===== config.mk =====
export PLATFORM = sky130hd
export DESIGN_NAME = mc_control_unit_flat
export DESIGN_NICKNAME = d
export VERILOG_FILES = /design/src/rtl/mc_control_unit_if.sv /design/src/rtl/mc_control_unit.sv /design/src/flat_wrapper.sv
export SDC_FILE = /design/constraint.sdc
export NUM_CORES = 1
export LEC_CHECK = 0
export CAP_MARGIN = 5
export CORE_AREA = 5 5 87 89
export DETAILED_ROUTE_END_ITERATION = 8
export DIE_AREA = 0 0 92 94
export GPL_TIMING_DRIVEN = 0
export PLACE_DENSITY_LB_ADDON = 0.3
export SKIP_CTS_REPAIR_TIMING = 1
export SLEW_MARGIN = 20
export SYNTH_ARGS = -nofsm -noshare
export SYNTH_HDL_FRONTEND = slang
export SYNTH_SLANG_ARGS = --single-unit

===== constraint.sdc =====
create_clock -name clk -period 3.6 [get_ports clk]
set_input_delay 0.9 -clock clk [delete_from_list [all_inputs] [get_ports clk]]
set_output_delay 0.9 -clock clk [all_outputs]
set_load 0.02 [all_outputs]

===== src/rtl/mc_control_unit_if.sv =====
// rtl/mc_control_unit_if.sv - instruction/data memory request handshake
interface mc_control_unit_if;
    logic [31:0] mem_rdata;
    logic        mem_ready;
    logic        mem_req;
    logic        mem_we;
    logic        addr_sel;

    modport master (
        output mem_req,
        output mem_we,
        output addr_sel,
        input  mem_rdata,
        input  mem_ready
    );

    modport slave (
        input  mem_req,
        input  mem_we,
        input  addr_sel,
        output mem_rdata,
        output mem_ready
    );
endinterface


===== src/rtl/mc_control_unit.sv =====
// rtl/mc_control_unit.sv - multicycle RV32I controller, instruction register and decoder
module mc_control_unit (
    input  logic                     clk,
    input  logic                     reset,
    mc_control_unit_if.master        mem,
    input  logic                     alu_zero,
    output logic                     pc_write,
    output logic [4:0]               rs1,
    output logic [4:0]               rs2,
    output logic [4:0]               rd,
    output logic [31:0]              imm,
    output logic [1:0]               MtoR,
    output logic                     RegWrite,
    output logic                     AluSrcA,
    output logic [1:0]               AluSrcB,
    output logic [3:0]               alu_ctrl,
    output logic                     halted
);

    typedef enum logic [3:0] {
        S_FETCH,
        S_DECODE,
        S_EXEC_R,
        S_EXEC_I,
        S_EXEC_AUIPC,
        S_ADDR,
        S_MEM_RD,
        S_MEM_WR,
        S_WB_ALU,
        S_WB_MEM,
        S_WB_LUI,
        S_BR_CMP,
        S_BR_TAKE,
        S_PC_INC,
        S_TRAP
    } state_t;

    localparam logic [6:0] OP_R     = 7'b0110011;
    localparam logic [6:0] OP_I     = 7'b0010011;
    localparam logic [6:0] OP_LOAD  = 7'b0000011;
    localparam logic [6:0] OP_STORE = 7'b0100011;
    localparam logic [6:0] OP_LUI   = 7'b0110111;
    localparam logic [6:0] OP_AUIPC = 7'b0010111;
    localparam logic [6:0] OP_BR    = 7'b1100011;

    localparam logic [3:0] ALU_ADD  = 4'd0;
    localparam logic [3:0] ALU_SUB  = 4'd1;
    localparam logic [3:0] ALU_SLL  = 4'd2;
    localparam logic [3:0] ALU_SLT  = 4'd3;
    localparam logic [3:0] ALU_SLTU = 4'd4;
    localparam logic [3:0] ALU_XOR  = 4'd5;
    localparam logic [3:0] ALU_SRL  = 4'd6;
    localparam logic [3:0] ALU_SRA  = 4'd7;
    localparam logic [3:0] ALU_OR   = 4'd8;
    localparam logic [3:0] ALU_AND  = 4'd9;

    state_t      state;
    state_t      state_nx;
    logic [31:0] ir;
    logic        ir_load;

    logic [6:0]  opcode;
    logic [2:0]  funct3;
    logic [6:0]  funct7;
    logic        rd_nz;
    logic        r_legal;

    logic        req_c;
    logic        we_c;
    logic        asel_c;
    logic        pcw_c;
    logic        rw_c;

    assign opcode = ir[6:0];
    assign funct3 = ir[14:12];
    assign funct7 = ir[31:25];
    assign rs1    = ir[19:15];
    assign rs2    = ir[24:20];
    assign rd     = ir[11:7];
    assign rd_nz  = (rd != 5'd0);

    // The alternate encoding (SUB/SRA) exists only for funct3 000 and 101.
    assign r_legal = (funct7 == 7'b0000000) ||
                     ((funct7 == 7'b0100000) && ((funct3 == 3'b000) || (funct3 == 3'b101)));

    function automatic logic [3:0] alu_op(input logic [2:0] f3, input logic alt);
        logic [3:0] op;
        op = ALU_ADD;
        case (f3)
            3'b000:  op = alt ? ALU_SUB : ALU_ADD;
            3'b001:  op = ALU_SLL;
            3'b010:  op = ALU_SLT;
            3'b011:  op = ALU_SLTU;
            3'b100:  op = ALU_XOR;
            3'b101:  op = alt ? ALU_SRA : ALU_SRL;
            3'b110:  op = ALU_OR;
            default: op = ALU_AND;
        endcase
        return op;
    endfunction

    always_ff @(posedge clk or posedge reset) begin
        if (reset) begin
            state <= S_FETCH;
            ir    <= 32'd0;
        end else begin
            state <= state_nx;
            if (ir_load) begin
                ir <= mem.mem_rdata;
            end
        end
    end

    always_comb begin
        state_nx = state;
        ir_load  = 1'b0;
        req_c    = 1'b0;
        we_c     = 1'b0;
        asel_c   = 1'b0;
        pcw_c    = 1'b0;
        rw_c     = 1'b0;
        MtoR     = 2'b00;
        AluSrcA  = 1'b0;
        AluSrcB  = 2'b00;
        alu_ctrl = ALU_ADD;

        case (state)
            S_FETCH: begin
                req_c = 1'b1;
                if (mem.mem_ready) begin
                    ir_load  = 1'b1;
                    state_nx = S_DECODE;
                end
            end
            S_DECODE: begin
                case (opcode)
                    OP_R:               state_nx = S_EXEC_R;
                    OP_I:               state_nx = S_EXEC_I;
                    OP_LOAD, OP_STORE:  state_nx = S_ADDR;
                    OP_LUI:             state_nx = S_WB_LUI;
                    OP_AUIPC:           state_nx = S_EXEC_AUIPC;
                    OP_BR:              state_nx = S_BR_CMP;
                    default:            state_nx = S_TRAP;
                endcase
            end
            S_EXEC_R: begin
                AluSrcA  = 1'b1;
                alu_ctrl = alu_op(funct3, funct7[5]);
                state_nx = r_legal ? S_WB_ALU : S_TRAP;
            end
            S_EXEC_I: begin
                AluSrcA  = 1'b1;
                AluSrcB  = 2'b10;
                alu_ctrl = alu_op(funct3, (funct3 == 3'b101) && ir[30]);
                state_nx = S_WB_ALU;
            end
            S_EXEC_AUIPC: begin
                AluSrcB  = 2'b10;
                state_nx = S_WB_ALU;
            end
            S_ADDR: begin
                AluSrcA = 1'b1;
                AluSrcB = 2'b10;
                if (funct3 != 3'b010) begin
                    state_nx = S_TRAP;
                end else if (opcode == OP_LOAD) begin
                    state_nx = S_MEM_RD;
                end else begin
                    state_nx = S_MEM_WR;
                end
            end
            S_MEM_RD: begin
                req_c  = 1'b1;
                asel_c = 1'b1;
                if (mem.mem_ready) begin
                    state_nx = S_WB_MEM;
                end
            end
            S_MEM_WR: begin
                req_c  = 1'b1;
                we_c   = 1'b1;
                asel_c = 1'b1;
                if (mem.mem_ready) begin
                    state_nx = S_PC_INC;
                end
            end
            S_WB_ALU: begin
                rw_c     = rd_nz;
                state_nx = S_PC_INC;
            end
            S_WB_MEM: begin
                MtoR     = 2'b01;
                rw_c     = rd_nz;
                state_nx = S_PC_INC;
            end
            S_WB_LUI: begin
                MtoR     = 2'b10;
                rw_c     = rd_nz;
                state_nx = S_PC_INC;
            end
            S_BR_CMP: begin
                AluSrcA  = 1'b1;
                alu_ctrl = ALU_SUB;
                case (funct3)
                    3'b000:  state_nx = alu_zero  ? S_BR_TAKE : S_PC_INC;
                    3'b001:  state_nx = !alu_zero ? S_BR_TAKE : S_PC_INC;
                    default: state_nx = S_TRAP;
                endcase
            end
            S_BR_TAKE: begin
                AluSrcB  = 2'b10;
                pcw_c    = 1'b1;
                state_nx = S_FETCH;
            end
            S_PC_INC: begin
                AluSrcB  = 2'b01;
                pcw_c    = 1'b1;
                state_nx = S_FETCH;
            end
            default: begin
                state_nx = S_TRAP;
            end
        endcase
    end

    // Strobes are gated by reset directly so an abandoned request drops without waiting for a clock.
    assign mem.mem_req  = req_c & ~reset;
    assign mem.mem_we   = we_c & ~reset;
    assign mem.addr_sel = asel_c;
    assign pc_write     = pcw_c & ~reset;
    assign RegWrite     = rw_c & ~reset;
    assign halted       = (state == S_TRAP);

    always_comb begin
        imm = 32'd0;
        case (opcode)
            OP_I, OP_LOAD:     imm = {{20{ir[31]}}, ir[31:20]};
            OP_STORE:          imm = {{20{ir[31]}}, ir[31:25], ir[11:7]};
            OP_BR:             imm = {{19{ir[31]}}, ir[31], ir[7], ir[30:25], ir[11:8], 1'b0};
            OP_LUI, OP_AUIPC:  imm = {ir[31:12], 12'd0};
            default:           imm = 32'd0;
        endcase
    end

endmodule

===== src/flat_wrapper.sv =====
// flat-port wrapper written by rule: the top's interface ports become plain ports
module mc_control_unit_flat 
  (clk, reset, alu_zero, pc_write, rs1, rs2, rd, imm, MtoR, RegWrite, AluSrcA, AluSrcB, alu_ctrl, halted, mem_mem_req, mem_mem_we, mem_addr_sel, mem_mem_rdata, mem_mem_ready);
  mc_control_unit_if mem_i ();
  input  logic clk;
  input  logic reset;
  input  logic alu_zero;
  output logic pc_write;
  output logic [4:0] rs1;
  output logic [4:0] rs2;
  output logic [4:0] rd;
  output logic [31:0] imm;
  output logic [1:0] MtoR;
  output logic RegWrite;
  output logic AluSrcA;
  output logic [1:0] AluSrcB;
  output logic [3:0] alu_ctrl;
  output logic halted;
  output wire logic [$bits(mem_i.mem_req)-1:0] mem_mem_req;
  output wire logic [$bits(mem_i.mem_we)-1:0] mem_mem_we;
  output wire logic [$bits(mem_i.addr_sel)-1:0] mem_addr_sel;
  input wire logic [$bits(mem_i.mem_rdata)-1:0] mem_mem_rdata;
  input wire logic [$bits(mem_i.mem_ready)-1:0] mem_mem_ready;
  assign mem_mem_req = mem_i.mem_req;
  assign mem_mem_we = mem_i.mem_we;
  assign mem_addr_sel = mem_i.addr_sel;
  assign mem_i.mem_rdata = mem_mem_rdata;
  assign mem_i.mem_ready = mem_mem_ready;
  mc_control_unit u_core (.clk(clk), .reset(reset), .mem(mem_i), .alu_zero(alu_zero), .pc_write(pc_write), .rs1(rs1), .rs2(rs2), .rd(rd), .imm(imm), .MtoR(MtoR), .RegWrite(RegWrite), .AluSrcA(AluSrcA), .AluSrcB(AluSrcB), .alu_ctrl(alu_ctrl), .halted(halted));
endmodule

### Word level (Yosys, flattened, before mapping)

Cells that the tools add are included.

| word-level totals | value |
|---|---|
| register bits | 36 |
| bits in latches | 0 |
| bits in writable memories | 0 |
| ROM bits | 0 |
| bits of input ports | 36 |
| output and inout bits | 62 |
| logic and storage cells | 87 |
| memories | 0 |

| operators by class | value |
|---|---|
| add/subtract/negate cells | 0 |
| multiply operators | 0 |
| divide/modulo/power cells | 0 |
| $lt $le $gt $ge | 0 |
| equal/unequal tests | 32 |
| shift operators | 0 |
| muxes and demuxes | 29 |
| bitwise logic cells | 5 |
| reduce and logical (&&, ||, !) cells | 19 |

Operators by type and width:

| kind | number |
|---|---|
| one-hot mux 32 bit (4 select lines) | 1 |
| one-hot mux 4 bit (7 select lines) | 2 |
| one-hot mux 4 bit (10 select lines) | 1 |
| equality test 4 bit (second input constant) | 7 |
| equality test 7 x 6 -> 1 bit (second input constant) | 4 |
| one-hot mux 4 bit (6 select lines) | 1 |
| equality test 4 x 3 -> 1 bit (second input constant) | 4 |
| two-way mux 4 bit | 4 |
| two-way mux 1 bit | 15 |
| equality test 7 x 5 -> 1 bit (second input constant) | 2 |
| one-hot mux 4 bit (3 select lines) | 1 |
| OR reduction 2 bit | 6 |
| equality test 3 bit (second input constant) | 3 |
| equality test 4 x 2 -> 1 bit (second input constant) | 2 |
| one-hot mux 2 bit (2 select lines) | 2 |
| one-hot mux 4 bit (2 select lines) | 1 |
| OR reduction 4 bit | 2 |
| equality test 7 x 2 -> 1 bit (second input constant) | 1 |
| equality test 7 bit (second input constant) | 1 |
| logical NOT 7 bit | 1 |
| equality test 3 x 2 -> 1 bit (second input constant) | 2 |
| != test 2 bit (second input constant) | 3 |
| OR reduction 3 bit | 2 |
| nonzero test 5 bit | 1 |
| 11 further kinds | 16 |

### Depth between registers and ports, before layout

Gate-level depths: netlist of the first run.

| logic depth | value |
|---|---|
| depth in word-level cells | 6 |
| gate-level depth with buffers | 7 |
| mapped depth without buffers | 4 |

### Worst setup path before layout of the first run

No wires, ideal clock.

| timing | value |
|---|---|
| kind | input -> output |
| start | input reset |
| end | output RegWrite |
| arrival | 1.676 ns |
| required time | 2.700 ns |
| slack | 1.024 ns |
| stages on the path | 1 |
| cell sequence | nor4b_1 |

| between the ends | value |
|---|---|
| word-level cells in the longest chain between the ends | 2 |

Ends and longest elaborated chain:

| element | RTL line | source |
|---|---|---|
| from (decl) | flat_wrapper.sv:6 | `input logic reset;` |
| inverter 1 bit | mc_control_unit.sv:231 | `assign RegWrite = rw_c & ~reset;` |
| AND 1 bit | mc_control_unit.sv:231 |  |
| to (decl) | flat_wrapper.sv:14 | `output logic RegWrite;` |

No other way between the ends.

### Final worst setup path of the first run

| timing | value |
|---|---|
| start | register u_core.ir[2] |
| end | output imm[15] |

| between the ends | value |
|---|---|
| word-level cells in the longest chain between the ends | 3 |
| elaborated cells between the ends (all ways) | 9 |

Ends and longest elaborated chain:

| element | RTL line | source |
|---|---|---|
| from (decl) | mc_control_unit.sv:59 | `logic [31:0] ir;` |
| from (signal assigned) | mc_control_unit.sv:109 | `ir <= mem.mem_rdata;` |
| equality test 7 x 6 -> 1 bit, or another cell as far along | mc_control_unit.sv:236 | `case (opcode)` |
| OR reduction 2 bit | mc_control_unit.sv:236 |  |
| one-hot mux 32 bit (4 select lines) * | mc_control_unit.sv:236 |  |
| to (decl) | flat_wrapper.sv:12 | `output logic [31:0] imm;` |

Mark *: on every way between the ends. The rest lies on a longest branch, timed or not.

==> results of run 1 <==
## final timing paths
| path | end | slack, ps | startpoint |
|---|---|---|---|
| hold / removal | u_core.ir[15] | 540 | u_core.ir[15] |
| setup reg to reg | u_core.ir[18] | 1640 | u_core.state[1] |
| max in group asynchronous | u_core.ir[14] | 2170 | reset |
| setup / recovery | imm[15] | 240 | u_core.ir[2] |
| hold reg to reg | u_core.ir[15] | 540 | u_core.ir[15] |
| min in group asynchronous | u_core.state[2] | 1000 | reset |
## metrics by stage
| step | power (uW) | setup WS (ps) | hold WS (ps) |
|---|---|---|---|
| floorplan | 1820 | 1020 | 492 |
| global placement | 2360 | 341 | 519 |
| detailed placement | 2390 | 293 | 532 |
| CTS | 2700 | 7.21 | 548 |
| global route | 2870 | 141 | 569 |
| finish | 2680 | 241 | 544 |
## area by class of cell
cell class	count	area share
buffer	32	0.0679
clock buffer	8	0.0251
inverter	5	0.00905
multi-input combinational	164	0.339
sequential	36	0.251
tap	80	0.0279
timing repair buffer	100	0.280
## worst register-to-register path, stage by stage, from the launching register on
cell and delay (ps):
dfrtp_1 440, nor2b_1 170, nand2_1 90, nor2_1 370, buf_2 390, mux2_2 380
## metal layers
metal	share of wire	global-route usage	vias up	routed length, um
met2	0.48	0.254	64	3220
met3	0.067	0.0497	8	451
met5	0	0	-	0
met1	0.44	0.201	995	2990
li1	-	-	1048	-
met4	0.012	0.0371	0	78
## synth_stat cells (2+ instances only)
| cell | n | share of area |
|---|---|---|
| a21oi_1 | 7 | 0.015 |
| buf_6 | 4 | 0.019 |
| mux2_2 | 29 | 0.14 |
| nand3b_1 | 3 | 0.0094 |
| and3_1 | 2 | 0.0052 |
| a21boi_0 | 2 | 0.0063 |
| nand2b_1 | 6 | 0.016 |
| o31ai_1 | 2 | 0.0063 |
| dfrtp_1 | 36 | 0.38 |
| nor2b_1 | 2 | 0.0052 |
| o41ai_1 | 2 | 0.0073 |
| buf_2 | 4 | 0.0084 |
| buf_12 | 2 | 0.017 |
| nand2_1 | 11 | 0.017 |
| nor3_1 | 7 | 0.015 |
| o21a_1 | 2 | 0.0063 |
| nor2_1 | 19 | 0.030 |
| nand3_1 | 2 | 0.0042 |
| o21ai_0 | 7 | 0.015 |
| mux2_1 | 3 | 0.014 |
| or3_1 | 2 | 0.0052 |
| a21o_2 | 6 | 0.022 |
| clkbuf_1 | 7 | 0.011 |
| a32oi_1 | 4 | 0.015 |
| buf_4 | 15 | 0.047 |
| xor2_1 | 2 | 0.0073 |
| o2111ai_1 | 2 | 0.0073 |
| a21o_1 | 14 | 0.044 |
| inv_1 | 4 | 0.0063 |
| or4_1 | 2 | 0.0063 |
| and2_2 | 7 | 0.022 |
| nor4b_1 | 2 | 0.0073 |
## sequential cells by signal, summed over array words and instances (netlist names)
name and flops:
u_core.ir 32, u_core.state 4
## power groups by stage
stage / Combinational, uW / Sequential, uW / Clock [uW]
finish: 1580 / 808 / 297
global route: 1710 / 844 / 320
CTS: 1580 / 810 / 307
detailed placement: 1580 / 816 / 0
global placement: 1550 / 810 / 0
floorplan: 1070 / 749 / 0
## cells by family (layout without fill, tap and decap cells)
kind of cell / count (synthesis) / count (layout)
AO/OA/AOI/OAI: 54 / 54
XOR/XNOR: 2 / 2
buffers and inverters: 37 / 145
flip-flops: 36 / 36
multiplexers: 32 / 32
AND/OR/NAND/NOR: 76 / 76
==> impl_results.md, run 1 <==
* Post-synth net total at 273
* CTS clk-pin slew, worst paths at 70 ps
* Vias per cell at 4.98
* Total die area at 8650 sq um
* Depth of the worst register-to-register path at 5
* DRT Wirelength at 6740 um
* Hold Crit Class: flip-flop to flip-flop
* Clock power frac at 0.111
* Seq pwr share at 0.301
* Initial Util at 0.359
* Share of post-route cells with drive strength above 1 at 0.243
* Core area at 6680 sq um
* I/O pins at 98
* Ys Warns at 0
* Async SR Flop Fraction at 1.00
* Die Ht at 94 um
* #FFs+latches synth at 36
* CTS H-tree depth at 2
* Post-synth EDFFs at 0
* Syn Inst Count at 237
* Worst Path Required at 2700 ps
* Largest family of logic cells by synthesized area: simple AND/OR/NAND/NOR gates
* Post-Synth XOR/XNOR Area at 0.00731
* Worst path slowest cell: clkdlybuf4s50_1
* Placed instance area at 3490 sq um
* Clk_lat worst skew at 280 ps
* Critical Path End Type: output pin
* Sink Count at 36
* Initial antenna violation count at 0
* Minimum clock period at 3360 ps
* FP Rows at 30
* NetSw at 1090 uW
* CP Max Fanout at 10
* Leakage at 0.00158 uW
* Post-placement cell count at 415
* Sw Ratio at 0.405
* Final GP Congestion at 0.815
* Routed via count at 2,115
* Worst clock skew at 4.37 ps
* Crit path cell chain: nand4bb_1 > buf_6 > a211oi_4 > and2_4 > buf_12 > buf_12 > a21o_1 > clkdlybuf4s50_1
* CTS tree: yes
* Post-synthesis mux area share at 0.150
* RSZ-0062 raised after global routing: false
* CTS root buf: clkbuf_8
* Ys flop type: dfrtp_1
* Crit path DAT at 2460 ps
* Pins Over Slew Limit at 0
* First-pass GRT wire length at 10,800 um
* Most frequent cells in the layout: 97 x clkdlybuf4s50_1, 36 x dfrtp_1, 29 x mux2_2
* Global route overflow at 0
* Sequential Area at 901 sq um
* # fillers at 644
* Finished Layout Cells at 425
* DRC at 0
* Crit path kind: flip-flop to output pin
* Largest net degree at the start of global routing at 24
* NumNets Final at 380
* Max Fclk at 298 MHz
* Crit start category: flip-flop
* Area Growth Syn to Fin at 49.9%
* Antenna diodes at 0
* Hold Fails Final Rpt at 0
* Mean post-synth cell area at 10.1 sq um
* Status: completed
* Die Wd at 92 um
* # Max-Cap Violations at 0
* Worst slew margin at 0.639
* Setup violators final at 0
* Crit-path max cell delay at 610 ps
* Power per Cell Area at 747 nW/um^2
* Finished Core Util at 0.538
* Post-synthesis cell area at 2400 sq um
* Synth Area in Simple Gates at 0.183
* Multi-input gate area at 1220 sq um
* Number of global-route vias before repair at 2,171
* Wire per inst at 15.9 um
* All-Layer GR Usage at 0.156
* Initial DRC count at 71
* Final TNS setup at 0 ps
* DPL Wire Length at 5180 um
* Clock Tree Buf Depth at 2
* P_int at 1600 uW
* Critical path depth in cells at 8
* Port buffer count at 97
* Num CTS Buffers at 5
* Commonest non-fill, non-tap cell in the layout: clkdlybuf4s50_1
* Kind of cell adding the most delay to the critical path: buffers and inverters
* WP buf/inv at 4
* Drt first pass iters at 4
* Combinational power share at 0.588
* Slew @ Worst Pin at 534 ps
* Complex-gate fraction of the synthesized area at 0.169
* Final period util at 0.933
* Sequential area share after synthesis at 0.376
* Finished Cell Area at 3590 sq um
* Distinct cells, synth at 50
* Synth Area in Adders at 0
* Worst VDD drop at 0.333 mV
* Top cell by count, worst path: buf_12
* Worst Hold Path Cells at 1
* Detail Route Antenna Nets at 0
(Power assumes the default switching activity.)
==> run 2, diff against run 1 <==
--- a/config.mk
+++ b/config.mk
@@ -6,9 +6,10 @@
 export NUM_CORES = 1
 export LEC_CHECK = 0
 export CAP_MARGIN = 5
-export CORE_AREA = 5 5 87 89
+export CORE_AREA = 2 2 84 86
+export CTS_CLUSTER_SIZE = 30
 export DETAILED_ROUTE_END_ITERATION = 8
-export DIE_AREA = 0 0 92 94
+export DIE_AREA = 0 0 86 88
 export GPL_TIMING_DRIVEN = 0
 export PLACE_DENSITY_LB_ADDON = 0.3
 export SKIP_CTS_REPAIR_TIMING = 1
==> impl_results.md, run 2 (synthesis results as in run 1) <==
* Die Wd at 86 um
* Clk_lat worst skew at 290 ps
* Max Fclk at 301 MHz
* Crit path to: imm[24]
* Combinational power share at 0.586
* Antenna diodes at 0
* Slew @ Worst Pin at 478 ps
* Clock Tree Buf Depth at 2
* Largest net degree at the start of global routing at 24
* Critical Path End Type: output pin
* Pins Over Slew Limit at 0
* Worst path slowest cell: clkdlybuf4s50_1
* CTS root buf: clkbuf_8
* Worst slew margin at 0.677
* Wire per inst at 14.9 um
* Number of flip-flops in the largest register at 32
* Most frequent cells in the layout: 97 x clkdlybuf4s50_1, 36 x dfrtp_1, 29 x mux2_2
* Worst clock skew at 10.1 ps
* RR Startpoint: u_core.state[2]
* Sw Ratio at 0.404
* Setup violators final at 0
* Power per Cell Area at 742 nW/um^2
* Global route overflow at 0
* Die Ht at 88 um
* Hold WS at 541 ps
* Drt first pass iters at 4
* FP Rows at 30
* Total die area at 7570 sq um
* Depth of the worst register-to-register path at 5
* Detail Route Antenna Nets at 0
* DPL Wire Length at 4840 um
* Area Growth Syn to Fin at 50.3%
* Finished Core Util at 0.542
* Sink Count at 36
* NetSw at 1080 uW
* Crit start category: flip-flop
* CTS clk-pin slew, worst paths at 80 ps
* Crit-path max cell delay at 600 ps
* Reg with most FFs: u_core.ir
* Crit path DAT at 2430 ps
* First-pass GRT wire length at 10,300 um
* Worst Path Required at 2700 ps
* Status: completed
* NumNets Final at 380
* Commonest non-fill, non-tap cell in the layout: clkdlybuf4s50_1
* Port buffer count at 97
* Routed via count at 2,144
* Top cell by count, worst path: buf_12
* DRT Wirelength at 6350 um
* Final period util at 0.924
* I/O pins at 98
* Worst reg-to-reg setup slack at 1700 ps
* Share of post-route cells with drive strength above 1 at 0.249
* RSZ-0062 raised after global routing: false
* Initial DRC count at 71
* P_int at 1590 uW
* All-Layer GR Usage at 0.173
* Worst r2r dst: u_core.ir[18]
* Num CTS Buffers at 5
* Hold Crit Class: flip-flop to flip-flop
* Clock power frac at 0.111
* Largest regs: u_core.ir (32), u_core.state (4)
* Minimum clock period at 3330 ps
* Setup crit start: u_core.ir[2]
* Worst VDD drop at 0.445 mV
* Hold Fails Final Rpt at 0
* Initial Util at 0.361
* CP Max Fanout at 10
* DRC at 0
* CTS H-tree depth at 2
* Number of global-route vias before repair at 2,123
* Initial antenna violation count at 0
* Crit path cell chain: nand4bb_1 > buf_6 > a211oi_4 > and2_4 > buf_12 > buf_12 > a21o_1 > clkdlybuf4s50_1
* Vias per cell at 5.04
* Seq pwr share at 0.303
* Post-placement cell count at 415
* Crit path kind: flip-flop to output pin
* # Max-Cap Violations at 0
* Final TNS setup at 0 ps
* Final GP Congestion at 0.851
* Finished Layout Cells at 425
* Leakage at 0.00158 uW
* CTS tree: yes
* Core area at 6640 sq um
==> run 2: cell count changes in the layout (fill, tap and decap cells not counted), sizes merged <==
| cell | delta |
|---|---|
| clkbuf | -2 |
| clkinv | +2 |
==> run 2: per-stage QoR <==
stage          area [sq um]  worst slack (ps)  total power (uW)
6_report               3600               275              2680
5_1_grt                3600               115              2870
4_1_cts                3590             0.268              2690
3_5_place_dp           3500               296              2380
3_3_place_gp           3470               348              2350
2_1_floorplan          2400              1020              1820
==> run 2: critical path: cells and delay by family (launching register included) <==
kind / cells / cell delay, ps
compound gates: 2 / 290
buf+inv: 4 / 1010
flops: 1 / 440
simple gates: 2 / 400
==> run 2: layout make-up <==
class | count | area, sq um
multi-input combinational | 164 | 1220
clock inverter | 2 | 10.0
timing repair buffer | 100 | 1010
inverter | 5 | 32.5
fill | 624 | 3040
buffer | 32 | 244
clock buffer | 6 | 82.6
tap | 80 | 100
sequential | 36 | 901
==> run 2: power groups by stage <==
| stage | combinational, uW | sequential (uW) | clock, uW |
|---|---|---|---|
| floorplan | 1070 | 749 | 0 |
| detailed placement | 1560 | 818 | 0 |
| global placement | 1540 | 811 | 0 |
| finish | 1570 | 810 | 298 |
| global route | 1700 | 847 | 326 |
| CTS | 1570 | 812 | 305 |
==> run 2: worst min-delay path by stage <==
stage	start	endpoint	cells after the start
5_1_grt	u_core.ir[17]	u_core.ir[17]	1
4_1_cts	u_core.ir[16]	u_core.ir[16]	1
6_report	u_core.ir[15]	u_core.ir[15]	1
3_5_place_dp	u_core.ir[16]	u_core.ir[16]	1
2_1_floorplan	u_core.ir[7]	u_core.ir[7]	1
3_3_place_gp	u_core.ir[16]	u_core.ir[16]	1
==> run 2: metal layers <==
| metal | up-vias | track usage | wire length, um | part of all wire |
|---|---|---|---|---|
| li1 | 1048 | - | - | - |
| met1 | 1028 | 0.232 | 2930 | 0.46 |
| met2 | 63 | 0.280 | 3000 | 0.47 |
| met3 | 5 | 0.0424 | 352 | 0.055 |
| met4 | 0 | 0.0476 | 75 | 0.012 |
| met5 | - | 0 | 0 | 0 |
==> run 3, diff against run 2 <==
--- a/config.mk
+++ b/config.mk
@@ -10,7 +10,6 @@
 export CTS_CLUSTER_SIZE = 30
 export DETAILED_ROUTE_END_ITERATION = 8
 export DIE_AREA = 0 0 86 88
-export GPL_TIMING_DRIVEN = 0
 export PLACE_DENSITY_LB_ADDON = 0.3
 export SKIP_CTS_REPAIR_TIMING = 1
 export SLEW_MARGIN = 20
==> constraint.sdc (replaced) <==
create_clock -name clk -period 2.8 [get_ports clk]
set_input_delay 0.7 -clock clk [delete_from_list [all_inputs] [get_ports clk]]
set_output_delay 0.7 -clock clk [all_outputs]
set_load 0.02 [all_outputs]
==> impl_results.md, run 3 (synthesis results as in run 1) <==
* Crit path kind: flip-flop to output pin
* Pins Over Slew Limit at 0
* Setup WS post-layout at -170 ps
* Initial Util at 0.361
* Crit path DAT at 2270 ps
* Number of global-route vias before repair at 2,008
* DPL Wire Length at 4490 um
* Sink Count at 36
* CTS clk-pin slew, worst paths at 70 ps
* Wire per inst at 15.6 um
* Detail Route Antenna Nets at 0
* Most frequent cells in the layout: 76 x clkdlybuf4s50_1, 33 x dfrtp_1, 29 x mux2_2
* Largest net degree at the start of global routing at 37
* Num CTS Buffers at 5
* First-pass GRT wire length at 9890 um
* NumNets Final at 366
* WP buf/inv at 2
* Crit start category: flip-flop
* Share of post-route cells with drive strength above 1 at 0.252
* Crit-path max cell delay at 610 ps
* Power per Cell Area at 940 nW/um^2
* Worst Path Required at 2100 ps
* Number of flip-flops in the largest register at 32
* Slew @ Worst Pin at 473 ps
* I/O pins at 98
* Initial DRC count at 68
* Leakage at 0.00191 uW
* Clk_lat worst skew at 280 ps
* All-Layer GR Usage at 0.166
* RSZ-0062 raised after global routing: true
* Finished Cell Area at 3590 sq um
* Crit path cell chain: nor4bb_2 > and3_2 > buf_12 > a21o_1 > clkdlybuf4s50_1
* Placed instance area at 3380 sq um
* Core area at 6640 sq um
* DRC at 0
* Status: finished with violations
* Hold Crit Class: flip-flop to flip-flop
* Worst Hold Path Cells at 1
* Port buffer count at 97
* Die Wd at 86 um
* Design Power at 3370 uW
* Worst VDD drop at 0.476 mV
* Worst path slowest cell: clkdlybuf4s50_1
* Clock Tree Buf Depth at 2
* Minimum clock period at 2970 ps
* Reg with most FFs: u_core.ir
* Area Growth Syn to Fin at 49.7%
* Drt first pass iters at 4
* Die Ht at 88 um
* Total die area at 7570 sq um
* CTS tree: yes
* Initial antenna violation count at 0
* Worst clock skew at 5.68 ps
* Kind of cell adding the most delay to the critical path: buffers and inverters
* DRT Wirelength at 6390 um
* Final period util at 1.06
* CTS H-tree depth at 2
* CTS root buf: clkbuf_8
* Global route overflow at 0
* Largest regs: u_core.ir (32), u_core.state (4)
* Hold Fails Final Rpt at 0
* Routed via count at 2,121
* Final GP Congestion at 0.791
* Hold WS at 536 ps
* CP Max Fanout at 20
* # Max-Cap Violations at 0
* Worst slew margin at 0.680
* Depth of the worst register-to-register path at 3
* Critical path depth in cells at 5
* Vias per cell at 5.17
* Critical Path End Type: output pin
* Setup violators final at 9
* FP Rows at 30
* Antenna diodes at 0
* Commonest non-fill, non-tap cell in the layout: clkdlybuf4s50_1
* Max Fclk at 337 MHz
* Failing checks: negative setup slack
## run 3: cell types whose count changed in the layout (fill, tap and decap cells not counted), sizes merged
cell,delta
buf,-10
clkinv,-2
clkbuf,-6
clkdlybuf4s50,-21
and2,+3
dlymetal6s2s,+21
## run 3: area by class of cell
class / instances / area (sq um)
inverters: 5 / 32.5
well taps: 80 / 100
repair buffers: 115 / 1180
flip-flops and latches: 36 / 905
clock buffers: 7 / 96.3
multi-input cells: 167 / 1270
fillers: 606 / 3060
## run 3: routing by layer
layer | wire (um) | global-route usage
met1 | 2780 | 0.218
met2 | 3150 | 0.275
met3 | 406 | 0.0396
met4 | 54 | 0.0433
met5 | 0 | 0
## run 3: stage by stage
stage	utilization	instances	setup slack, ps	TNS [ps]
floorplan	-	237	477	0
global placement	0.509	399	39.7	0
detailed placement	0.509	399	11.0	0
CTS	0.523	406	-224	-4740
global route	0.540	410	-258	-2210
finish	0.540	410	-170	-1330
## run 3: final timing paths
path	slack (ps)	from	endpoint
min	540	u_core.ir[19]	u_core.ir[19]
min in group asynchronous	1020	reset	u_core.ir[4]
max	-170	u_core.ir[0]	imm[28]
max in group asynchronous	1440	reset	u_core.ir[5]
max reg2reg	1130	u_core.ir[31]	u_core.state[2]
min reg2reg	540	u_core.ir[19]	u_core.ir[19]
## run 3: report_power, final
group	switching, uW	internal [uW]
registers	289	787
clock network	173	219
logic	911	992
